--- src/rtl/jpeg_qnr_divider_pipe_if.sv ---
// Operand/result handshake bundle for the quantizer divider pipeline.
// The master drives operands and out_ready; the slave (the divider) returns results.
interface jpeg_qnr_divider_pipe_if #(
   parameter int unsigned DIVIDEND_W = 12,
   parameter int unsigned DIVISOR_W  = 8
);
   logic                  in_valid;
   logic                  in_ready;
   logic [DIVIDEND_W-1:0] dividend;
   logic [DIVISOR_W-1:0]  divisor;
   logic                  out_valid;
   logic                  out_ready;
   logic [DIVIDEND_W-1:0] quotient;
   logic                  div_by_zero;

   modport master (
      output in_valid, dividend, divisor, out_ready,
      input  in_ready, out_valid, quotient, div_by_zero
   );

   modport slave (
      input  in_valid, dividend, divisor, out_ready,
      output in_ready, out_valid, quotient, div_by_zero
   );
endinterface

--- src/rtl/jpeg_qnr_divider_pipe.sv ---
// Pipelined signed/unsigned restoring divider with round-half-away-from-zero,
// one quotient bit per stage, rigid shift register under a single advance enable.
module jpeg_qnr_divider_pipe #(
   parameter int unsigned DIVIDEND_W = 12,
   parameter int unsigned DIVISOR_W  = 8
) (
   input logic                    clk,
   input logic                    rst,
   jpeg_qnr_divider_pipe_if.slave bus
);
   localparam int unsigned N = DIVIDEND_W;

   logic                  advance;
   logic [N:0]            v_pipe;
   logic [N:0]            s_pipe;
   logic [N:0]            z_pipe;
   logic [DIVIDEND_W-1:0] mag_q [0:N];
   logic [DIVISOR_W-1:0]  div_q [0:N];
   logic [DIVISOR_W-1:0]  rem_q [0:N];
   logic [DIVIDEND_W-1:0] q_q   [0:N];

   logic [DIVISOR_W-1:0]  rem_nxt [1:N];
   logic [N:1]            bit_nxt;
   logic [DIVISOR_W:0]    trial;
   logic [DIVIDEND_W-1:0] mag_in;
   logic                  round_up;
   logic [DIVIDEND_W-1:0] q_round;
   logic [DIVIDEND_W-1:0] result;

   logic                  out_valid_q;
   logic [DIVIDEND_W-1:0] quotient_q;
   logic                  dbz_q;

   assign advance         = !out_valid_q || bus.out_ready;
   assign bus.in_ready    = advance;
   assign bus.out_valid   = out_valid_q;
   assign bus.quotient    = quotient_q;
   assign bus.div_by_zero = dbz_q;

   // -2048 negates to itself, which read unsigned is the wanted 2048.
   assign mag_in = bus.dividend[DIVIDEND_W-1] ? DIVIDEND_W'(-bus.dividend) : bus.dividend;

   // Stored remainder is always < divisor, so DIVISOR_W bits hold it; the trial needs one more.
   always_comb begin
      trial = '0;
      for (int unsigned k = 1; k <= N; k++) begin
         trial      = {rem_q[k-1], mag_q[k-1][DIVIDEND_W-1]};
         bit_nxt[k] = trial >= {1'b0, div_q[k-1]};
         rem_nxt[k] = bit_nxt[k] ? DIVISOR_W'(trial - {1'b0, div_q[k-1]}) : DIVISOR_W'(trial);
      end
   end

   always_comb begin
      round_up = {rem_q[N], 1'b0} >= {1'b0, div_q[N]};
      q_round  = q_q[N] + DIVIDEND_W'(round_up);
      if (z_pipe[N]) begin
         result = s_pipe[N] ? {1'b1, {(DIVIDEND_W-1){1'b0}}} : {1'b0, {(DIVIDEND_W-1){1'b1}}};
      end else begin
         result = s_pipe[N] ? DIVIDEND_W'(-q_round) : q_round;
      end
   end

   always_ff @(posedge clk) begin
      if (rst) begin
         v_pipe      <= '0;
         s_pipe      <= '0;
         z_pipe      <= '0;
         for (int unsigned k = 0; k <= N; k++) begin
            mag_q[k] <= '0;
            div_q[k] <= '0;
            rem_q[k] <= '0;
            q_q[k]   <= '0;
         end
         out_valid_q <= 1'b0;
         quotient_q  <= '0;
         dbz_q       <= 1'b0;
      end else if (advance) begin
         v_pipe   <= {v_pipe[N-1:0], bus.in_valid};
         s_pipe   <= {s_pipe[N-1:0], bus.dividend[DIVIDEND_W-1]};
         z_pipe   <= {z_pipe[N-1:0], bus.divisor == '0};
         mag_q[0] <= mag_in;
         div_q[0] <= bus.divisor;
         rem_q[0] <= '0;
         q_q[0]   <= '0;
         for (int unsigned k = 1; k <= N; k++) begin
            mag_q[k] <= mag_q[k-1] << 1;
            div_q[k] <= div_q[k-1];
            rem_q[k] <= rem_nxt[k];
            q_q[k]   <= {q_q[k-1][DIVIDEND_W-2:0], bit_nxt[k]};
         end
         out_valid_q <= v_pipe[N];
         quotient_q  <= result;
         dbz_q       <= z_pipe[N];
      end
   end
endmodule

--- src/flat_wrapper.sv ---
// flat-port wrapper written by rule: the top's interface ports become plain ports
module jpeg_qnr_divider_pipe_flat 
#(
   parameter int unsigned DIVIDEND_W = 12,
   parameter int unsigned DIVISOR_W  = 8
)
  (clk, rst, bus_in_valid, bus_dividend, bus_divisor, bus_out_ready, bus_in_ready, bus_out_valid, bus_quotient, bus_div_by_zero);
  jpeg_qnr_divider_pipe_if #(.DIVIDEND_W(DIVIDEND_W), .DIVISOR_W(DIVISOR_W)) bus_i ();
  input logic clk;
  input logic rst;
  input wire logic [$bits(bus_i.in_valid)-1:0] bus_in_valid;
  input wire logic [$bits(bus_i.dividend)-1:0] bus_dividend;
  input wire logic [$bits(bus_i.divisor)-1:0] bus_divisor;
  input wire logic [$bits(bus_i.out_ready)-1:0] bus_out_ready;
  output wire logic [$bits(bus_i.in_ready)-1:0] bus_in_ready;
  output wire logic [$bits(bus_i.out_valid)-1:0] bus_out_valid;
  output wire logic [$bits(bus_i.quotient)-1:0] bus_quotient;
  output wire logic [$bits(bus_i.div_by_zero)-1:0] bus_div_by_zero;
  assign bus_i.in_valid = bus_in_valid;
  assign bus_i.dividend = bus_dividend;
  assign bus_i.divisor = bus_divisor;
  assign bus_i.out_ready = bus_out_ready;
  assign bus_in_ready = bus_i.in_ready;
  assign bus_out_valid = bus_i.out_valid;
  assign bus_quotient = bus_i.quotient;
  assign bus_div_by_zero = bus_i.div_by_zero;
  jpeg_qnr_divider_pipe #(.DIVIDEND_W(DIVIDEND_W), .DIVISOR_W(DIVISOR_W)) u_core (.clk(clk), .rst(rst), .bus(bus_i));
endmodule
--- config.mk ---
export PLATFORM = sky130hd
export DESIGN_NAME = jpeg_qnr_divider_pipe_flat
export DESIGN_NICKNAME = d
export VERILOG_FILES = /design/src/rtl/jpeg_qnr_divider_pipe_if.sv /design/src/rtl/jpeg_qnr_divider_pipe.sv /design/src/flat_wrapper.sv
export SDC_FILE = /design/constraint.sdc
export NUM_CORES = 1
export LEC_CHECK = 0
export ABC_AREA = 1
export CORE_AREA = 2 2 205 207
export CTS_CLUSTER_SIZE = 25
export DETAILED_ROUTE_END_ITERATION = 16
export DIE_AREA = 0 0 207 209
export PLACE_DENSITY = 0.66
export SYNTH_ARGS = -nofsm -noshare
export SYNTH_HDL_FRONTEND = slang
export SYNTH_SLANG_ARGS = --single-unit
--- constraint.sdc ---
create_clock -name clk -period 17.6 [get_ports clk]
set_input_delay 5.28 -clock clk [delete_from_list [all_inputs] [get_ports clk]]
set_output_delay 5.28 -clock clk [all_outputs]
set_load 0.01 [all_outputs]
==> results.sh <==
export IMPL_synthCells=2048
export IMPL_insertion_delay_ns=0.57
export IMPL_leakagePower_nw=9.334
export IMPL_grt_pass1_wl_um=60960
export IMPL_run_status="complete, no violations"
export IMPL_synth_area_top_cells="edfxtp_1 (53%), inv_1 (7.1%), ha_1 (6.2%)"
export IMPL_peakVddDrop_mv=0.06228
export IMPL_preCtsSetupSlack_ns=5.758
export IMPL_r2r_cells=8
export IMPL_cpLargestDelayFamily="buffers and inverters"
export IMPL_yosys_area_top_type="edfxtp_1"
export IMPL_fp_dieW_um=207
export IMPL_synth_ff_type="edfxtp_1"
export IMPL_rsz0062_at_grt="false"
export IMPL_drt_initial_drc_count=831
export IMPL_synth_top_area_share_pct=52.77
export IMPL_worstPathRequired_ns=12.32
export IMPL_timing_fmax_mhz=84.56
export IMPL_post_cts_buffers=0
export IMPL_worstMarginPinSlew_ns=1.107
export IMPL_critPathBufInv=3
export IMPL_startpoint_type="input pin"
export IMPL_io_buffers=38
export IMPL_antenna_found_initial=0
export IMPL_crit_arrival_ns=6.55
export IMPL_worstSetupPathType="input pin to primary output"
export IMPL_whs_path_depth=2
export IMPL_fp_row_count=75
export IMPL_crit_chain="clkdlybuf4s50_1 -> nor2_1 -> inv_1 -> clkdlybuf4s50_1"
export IMPL_postSynth_asyncResetShare_pct=0
export IMPL_via_count=13400
export IMPL_post_place_cells=2570
export IMPL_synth_edff_count=356
export IMPL_cts_made_buffers=45
export IMPL_clkSinkCount=409
export IMPL_endpoint_kind="primary output"
export IMPL_fin_cells=2653
export IMPL_via_per_inst=5.049
export IMPL_cp_slowest_stage_delay_ns=0.49
export IMPL_cts_clk_slew_worst_paths_ns=0.05
export IMPL_htreeDepth=2
export IMPL_routedWlPerCell_um=13.48
export IMPL_final_max_slew_viol_count=0
export IMPL_tritoncts="built"
export IMPL_drt_first_pass_iters=7
export IMPL_drc=0
export IMPL_gp_congestion=0.8652
export IMPL_syn_area_per_cell_sq_um=9.892
export IMPL_layout_setup_ws_ns=5.774
export IMPL_max_slew_margin_rel_pct=26.20
export IMPL_worst_path_max_fanout=3
export IMPL_cts_max_path_buffers=3
export IMPL_wl_um=35770
export IMPL_netlist_area_sq_um=20260
export IMPL_core_area_sq_um=41290
export IMPL_path_common_cell="clkdlybuf4s50_1"
export IMPL_final_hold_viol_count=0
export IMPL_hpwl_um=23560
export IMPL_clock_root_buffer="clkbuf_16"
export IMPL_areaGrowthSynthToFinish_pct=10.84
export IMPL_hp_class="register to register"
export IMPL_holdBufCountCts=0
export IMPL_drv_cap=0
export IMPL_pwr_density_cell_nw_per_um2=136.0
export IMPL_period_needed_ns=11.83
export IMPL_fin_nets=2214
export IMPL_dieArea_sq_um=43260
export IMPL_ios=39
export IMPL_grt_total_usage_pct=16.75
export IMPL_grt_pass1_vias=13570
export IMPL_final_common_cell="inv_1"
export IMPL_synth_nets=2184
export IMPL_cp_num_cells=4
export IMPL_cts_resized=0
export IMPL_synth_warnings=0
export IMPL_ys_ff_latch=409
export IMPL_fin_tns_setup_ns=0
export IMPL_die_y_um=209
export IMPL_drive_gt1_share_pct=6.291
export IMPL_ys_seq_area_share_pct=58.00
export IMPL_start_util_pct=49.07
export IMPL_crit_path_top_delay_cell="clkdlybuf4s50_1"
export IMPL_grt_start_max_net_pins=161
export IMPL_finalClockSkew_ns=0.01797
export IMPL_layout_common_cells="inv_1 (381), edfxtp_1 (356), nor2_1 (325), nand2_1 (231), a21oi_1 (156)"
export IMPL_overflow=0
export IMPL_period_share_pct=67.19
export IMPL_drtAntennaViolNets=0
export IMPL_antenna_cells=0
export IMPL_ys_types=45
export IMPL_setup_viol=0
## tightest hold or removal path: cells and delay by family, from the launching register on
kind | cells | cell delay, ns
simple gates | 2 | 0.10
flops | 1 | 0.30
## synth_stat cells (3+ instances only)
master	count
nand3_2	3
xor2_1	22
nor3_1	20
ha_1	101
o211ai_1	3
o22ai_1	36
nor2_4	4
o21bai_1	3
o21ai_2	10
xnor2_1	27
nand3_1	49
nand2_1	231
o21ai_1	6
dfxtp_1	53
fa_1	11
o21ai_0	105
o211ai_2	6
buf_2	19
nand3b_1	5
inv_1	383
clkbuf_1	20
a21o_1	3
o221ai_1	3
a21oi_1	156
nor2_1	325
edfxtp_1	356
buf_1	11
or2_2	3
nand2_2	27
buf_6	11
nand4_1	16
## kinds of logic after synthesis
group                    after synthesis  synth area share (%)
buffers and inverters                446                 8.856
AO/OA/AOI/OAI                        345                 9.573
flip-flops                           409                 58.00
AND/OR/NAND/NOR                      687                 14.12
XOR/XNOR                              49                 2.118
adder cells (fa/ha/maj)              112                 7.325
## flip-flops by register name, summed over array words and instances, names as in the netlist
signal / flops
u_core.s_pipe: 13
u_core.q_q: 78
u_core.z_pipe: 13
u_core.rem_q: 96
u_core.bus.div_by_zero: 1
u_core.v_pipe: 13
u_core.bus.quotient: 12
u_core.div_q: 104
u_core.mag_q: 78
u_core.bus.out_valid: 1
## path summary, 6_finish.rpt
path | from | to | slack, ns
worst max-delay path | bus_out_ready | bus_in_ready | 5.77
worst min-delay path | u_core.bus.quotient[10]$_SDFFE_PP0N_ | u_core.bus.quotient[10]$_SDFFE_PP0N_ | 0.45
worst max register to register | u_core.bus.out_valid$_SDFFE_PP0N_ | u_core.rem_q[0][18]$_SDFFCE_PN0P_ | 13.63
worst min register to register | u_core.bus.quotient[10]$_SDFFE_PP0N_ | u_core.bus.quotient[10]$_SDFFE_PP0N_ | 0.45
## metal layers
layer  track usage (%)  share of wire, %  wire length (um)  vias up
li1                  -                 -                 -     6834
met1             19.28                42             15030     6285
met2             31.15                52             18440      209
met3             3.201               3.9              1407       68
met4             5.616               2.5               900        0
met5                 0                 0                 0        -
## per-stage QoR
stage	hold WS (ns)	area [sq um]	utilization, %	power (W)
global placement	0.4446	21030	50.93	0.002125
floorplan	0.4365	20260	-	0.002007
CTS	0.4597	22460	54.38	0.003075
detailed placement	0.4488	21030	50.93	0.002161
global route	0.4787	22460	54.38	0.003257
finish	0.4520	22460	54.38	0.003054
## power breakdown
group | internal [W] | switching, W
clock | 0.000533 | 0.000370
combinational | 0.000345 | 0.000563
sequential | 0.00119 | 0.0000508
total | 0.00207 | 0.000984
## cell type report
type                            count  area, sq um
Fill cell                        3597        18830
Sequential cell                   409        11750
Inverter                          383         1450
Clock buffer                       59         1219
Timing Repair Buffer               46        435.4
Tap cell                          539        674.4
Clock inverter                     24        206.4
Multi-Input combinational cell   1193         6719
No activity file was read; power rests on OpenSTA's default activity.
==> variant: new RTL, same flow settings <==
`DIVISOR_W` is set to 8 in 3 places; all go to 9.
--- a/src/rtl/jpeg_qnr_divider_pipe_if.sv
+++ b/src/rtl/jpeg_qnr_divider_pipe_if.sv
@@ -2,7 +2,7 @@
 // The master drives operands and out_ready; the slave (the divider) returns results.
 interface jpeg_qnr_divider_pipe_if #(
    parameter int unsigned DIVIDEND_W = 12,
-   parameter int unsigned DIVISOR_W  = 8
+   parameter int unsigned DIVISOR_W  = 9
 );
    logic                  in_valid;
    logic                  in_ready;
--- a/src/rtl/jpeg_qnr_divider_pipe.sv
+++ b/src/rtl/jpeg_qnr_divider_pipe.sv
@@ -2,7 +2,7 @@
 // one quotient bit per stage, rigid shift register under a single advance enable.
 module jpeg_qnr_divider_pipe #(
    parameter int unsigned DIVIDEND_W = 12,
-   parameter int unsigned DIVISOR_W  = 8
+   parameter int unsigned DIVISOR_W  = 9
 ) (
    input logic                    clk,
    input logic                    rst,
--- a/src/flat_wrapper.sv
+++ b/src/flat_wrapper.sv
@@ -2,7 +2,7 @@
 module jpeg_qnr_divider_pipe_flat 
 #(
    parameter int unsigned DIVIDEND_W = 12,
-   parameter int unsigned DIVISOR_W  = 8
+   parameter int unsigned DIVISOR_W  = 9
 )
   (clk, rst, bus_in_valid, bus_dividend, bus_divisor, bus_out_ready, bus_in_ready, bus_out_valid, bus_quotient, bus_div_by_zero);
   jpeg_qnr_divider_pipe_if #(.DIVIDEND_W(DIVIDEND_W), .DIVISOR_W(DIVISOR_W)) bus_i ();
Interface: changed (resized bus_divisor); port bits go from 39 to 40. The function was not compared with the original's and may differ.
==> variant against the original RTL <==
- fmax increased by 0.48%
- die area unchanged
- sequential share of layout area about the same
- cell area increased by 6.5%
- combinational power increased by 15%
- setup slack improved by 0.056 ns
- synthesized area increased by 6.9%
- total power increased by 8.8%
- routed wire length increased by 6.4%
- via count increased by 7.7%
- global-route usage increased by 0.80 points
- clock power increased by 4.8%
- sequential cell count increased by 25
- critical path type unchanged
- largest power group unchanged
==> variant: results (changes against the original RTL) <==
The run finished with clean final reports. The xor and xnor fraction of the mapped netlist area came out at 2.63% (+0.51 points). The tools report the clock tree root driver cell as sky130_fd_sc_hd__clkbuf_16.

Proportion of synthesized flip-flops having asynchronous set or reset: 0% (unchanged). For the number of unique standard cell types used by synthesis, the log shows 42 (-6.7%). The number of port buffers is 39 (+2.6%), and the post-route non-filler standard cell count is 2771 (+4.4%). The tools report the leakage power total as 9.98 nW (+6.9%).

The final number of hold-violating endpoints was 0 (unchanged); the wire length reported by the detailed router was 38000 µm (+6.4%). The measured slew at the worst slew-check pin was 1.24 ns (+0.135 ns). The register area share after synthesis was 57.7% (-0.29 points); the number of gates resized after CTS was 0 (unchanged). The complex-gate fraction of the synthesized area is 10.0% (+0.44 points), and the combined global-route utilization of all metal layers is 17.6% (+0.80 points). The logs give 0 (unchanged) for the initial antenna violation count and 0.0156 ns (-0.00237 ns) for the clock tree skew after final layout. The first-pass GRT wire length was 63800 µm (+4.7%); the number of flops mapped to enable cells by yosys was 381 (+7.0%). The logs give 47 (+4.4%) for the number of buffers inserted during clock tree synthesis and 0 (unchanged) for the final number of max-transition violations. After synthesis, the cell types taking the most area are sky130_fd_sc_hd__edfxtp_1 (53%), sky130_fd_sc_hd__inv_1 (6.9%), sky130_fd_sc_hd__ha_1 (6.5%).

The maximum buffer depth of the clock tree was 3 (unchanged); the share of layout cells above drive strength 1 was 6.00% (-0.29 points). The tools report the layout filler cell count as 3512 (-2.4%). The mean cell area of the mapped netlist is 10.0 µm² (+1.1%). The run gives 2343 (+5.8%) as the layout net count.

The number of global-route vias before repair came out at 13900 (+2.5%). The largest registers in the layout are u_core.div_q: 117 flops, u_core.rem_q: 108 flops. The logs give 848 (+2.0%) for the DRC violation total after the first TritonRoute iteration and 0.0736 mV (+18%) for the worst voltage drop across the vdd grid.

Counting instances in the post-synthesis netlist gives the leading cell types as sky130_fd_sc_hd__inv_1 (400), sky130_fd_sc_hd__edfxtp_1 (381), sky130_fd_sc_hd__nor2_1 (314). The adder-cell share of the synthesized area was 7.54% (+0.22 points); the diode insertion count for antenna repair was 0 (unchanged). The logs give 1.09 mW (+11%) for the net switching power of the design and 199 (+24%) for the pin count of the biggest net entering global routing. The final weighted congestion in routability-driven placement came out at 0.846 (-2.2%).

The slowest stage of the critical path belongs to the cell sky130_fd_sc_hd__clkdlybuf4s50_1. The detailed-route vias per instance is 5.21 (+3.1%), and the number of iterations in the first detailed-routing pass is 5 (-2). The multiplexer share of the synthesized area came out at 0% (unchanged). Dominant synthesized flop cell: sky130_fd_sc_hd__edfxtp_1.

The H-tree depth is 2 (unchanged), and the detailed-placement wirelength estimate is 24500 µm (+4.2%). The number of cells after detailed placement came out at 2684 (+4.4%).
[variant: power by group through the flow]
stage	Sequential, mW	Combinational, mW	Clock (mW)
final	1.33	1.04	0.946
after global placement	1.35	0.996	0
after floorplan	1.33	0.869	0
after global routing	1.35	1.19	1.01
after detailed placement	1.35	1.03	0
after CTS	1.33	1.04	0.973
[variant: cell type report]
class | instances | share of cell area, %
repair buffers | 44 | 1.82
multi-input cells | 1262 | 30.4
clock inverters | 28 | 0.947
well taps | 539 | 2.82
flip-flops and latches | 434 | 52.3
clock buffers | 59 | 5.28
inverters | 405 | 6.42
[variant: per-stage QoR]
step | area (µm²) | setup slack [ns]
2_1_floorplan | 21700 | 0.525
3_3_place_gp | 22400 | 5.79
3_5_place_dp | 22400 | 5.82
4_1_cts | 23900 | 5.82
5_1_grt | 23900 | 5.80
6_report | 23900 | 5.83
[variant: worst paths after layout]
path	start	to	slack (ns)	cells past startpoint
min reg2reg	u_core.bus.quotient[4]	u_core.bus.quotient[4]	0.45	2
max reg2reg	u_core.bus.out_valid	u_core.mag_q[0][13]	13.69	7
min	u_core.bus.quotient[4]	u_core.bus.quotient[4]	0.45	2
max	bus_out_ready	bus_in_ready	5.83	4
[variant: worst max-delay path: cells and delay by family]
kind / cells / cell delay [ns]
buf+inv: 3 / 1.00
simple gates: 1 / 0.22
[variant: cells by family after synthesis]
logic type | Yosys count
DFF | 434
xor gates and xnor gates | 65
adders and majority gates | 124
buffers and inverters | 471
AOI/OAI and AO/OA | 389
and+or+nand+nor | 684
[variant: routing by layer]
metal | global-route usage [%] | share of wire [%]
met1 | 21.5 | 43
met2 | 31.1 | 50
met3 | 2.80 | 4.2
met4 | 6.82 | 2.7
met5 | 0 | 0
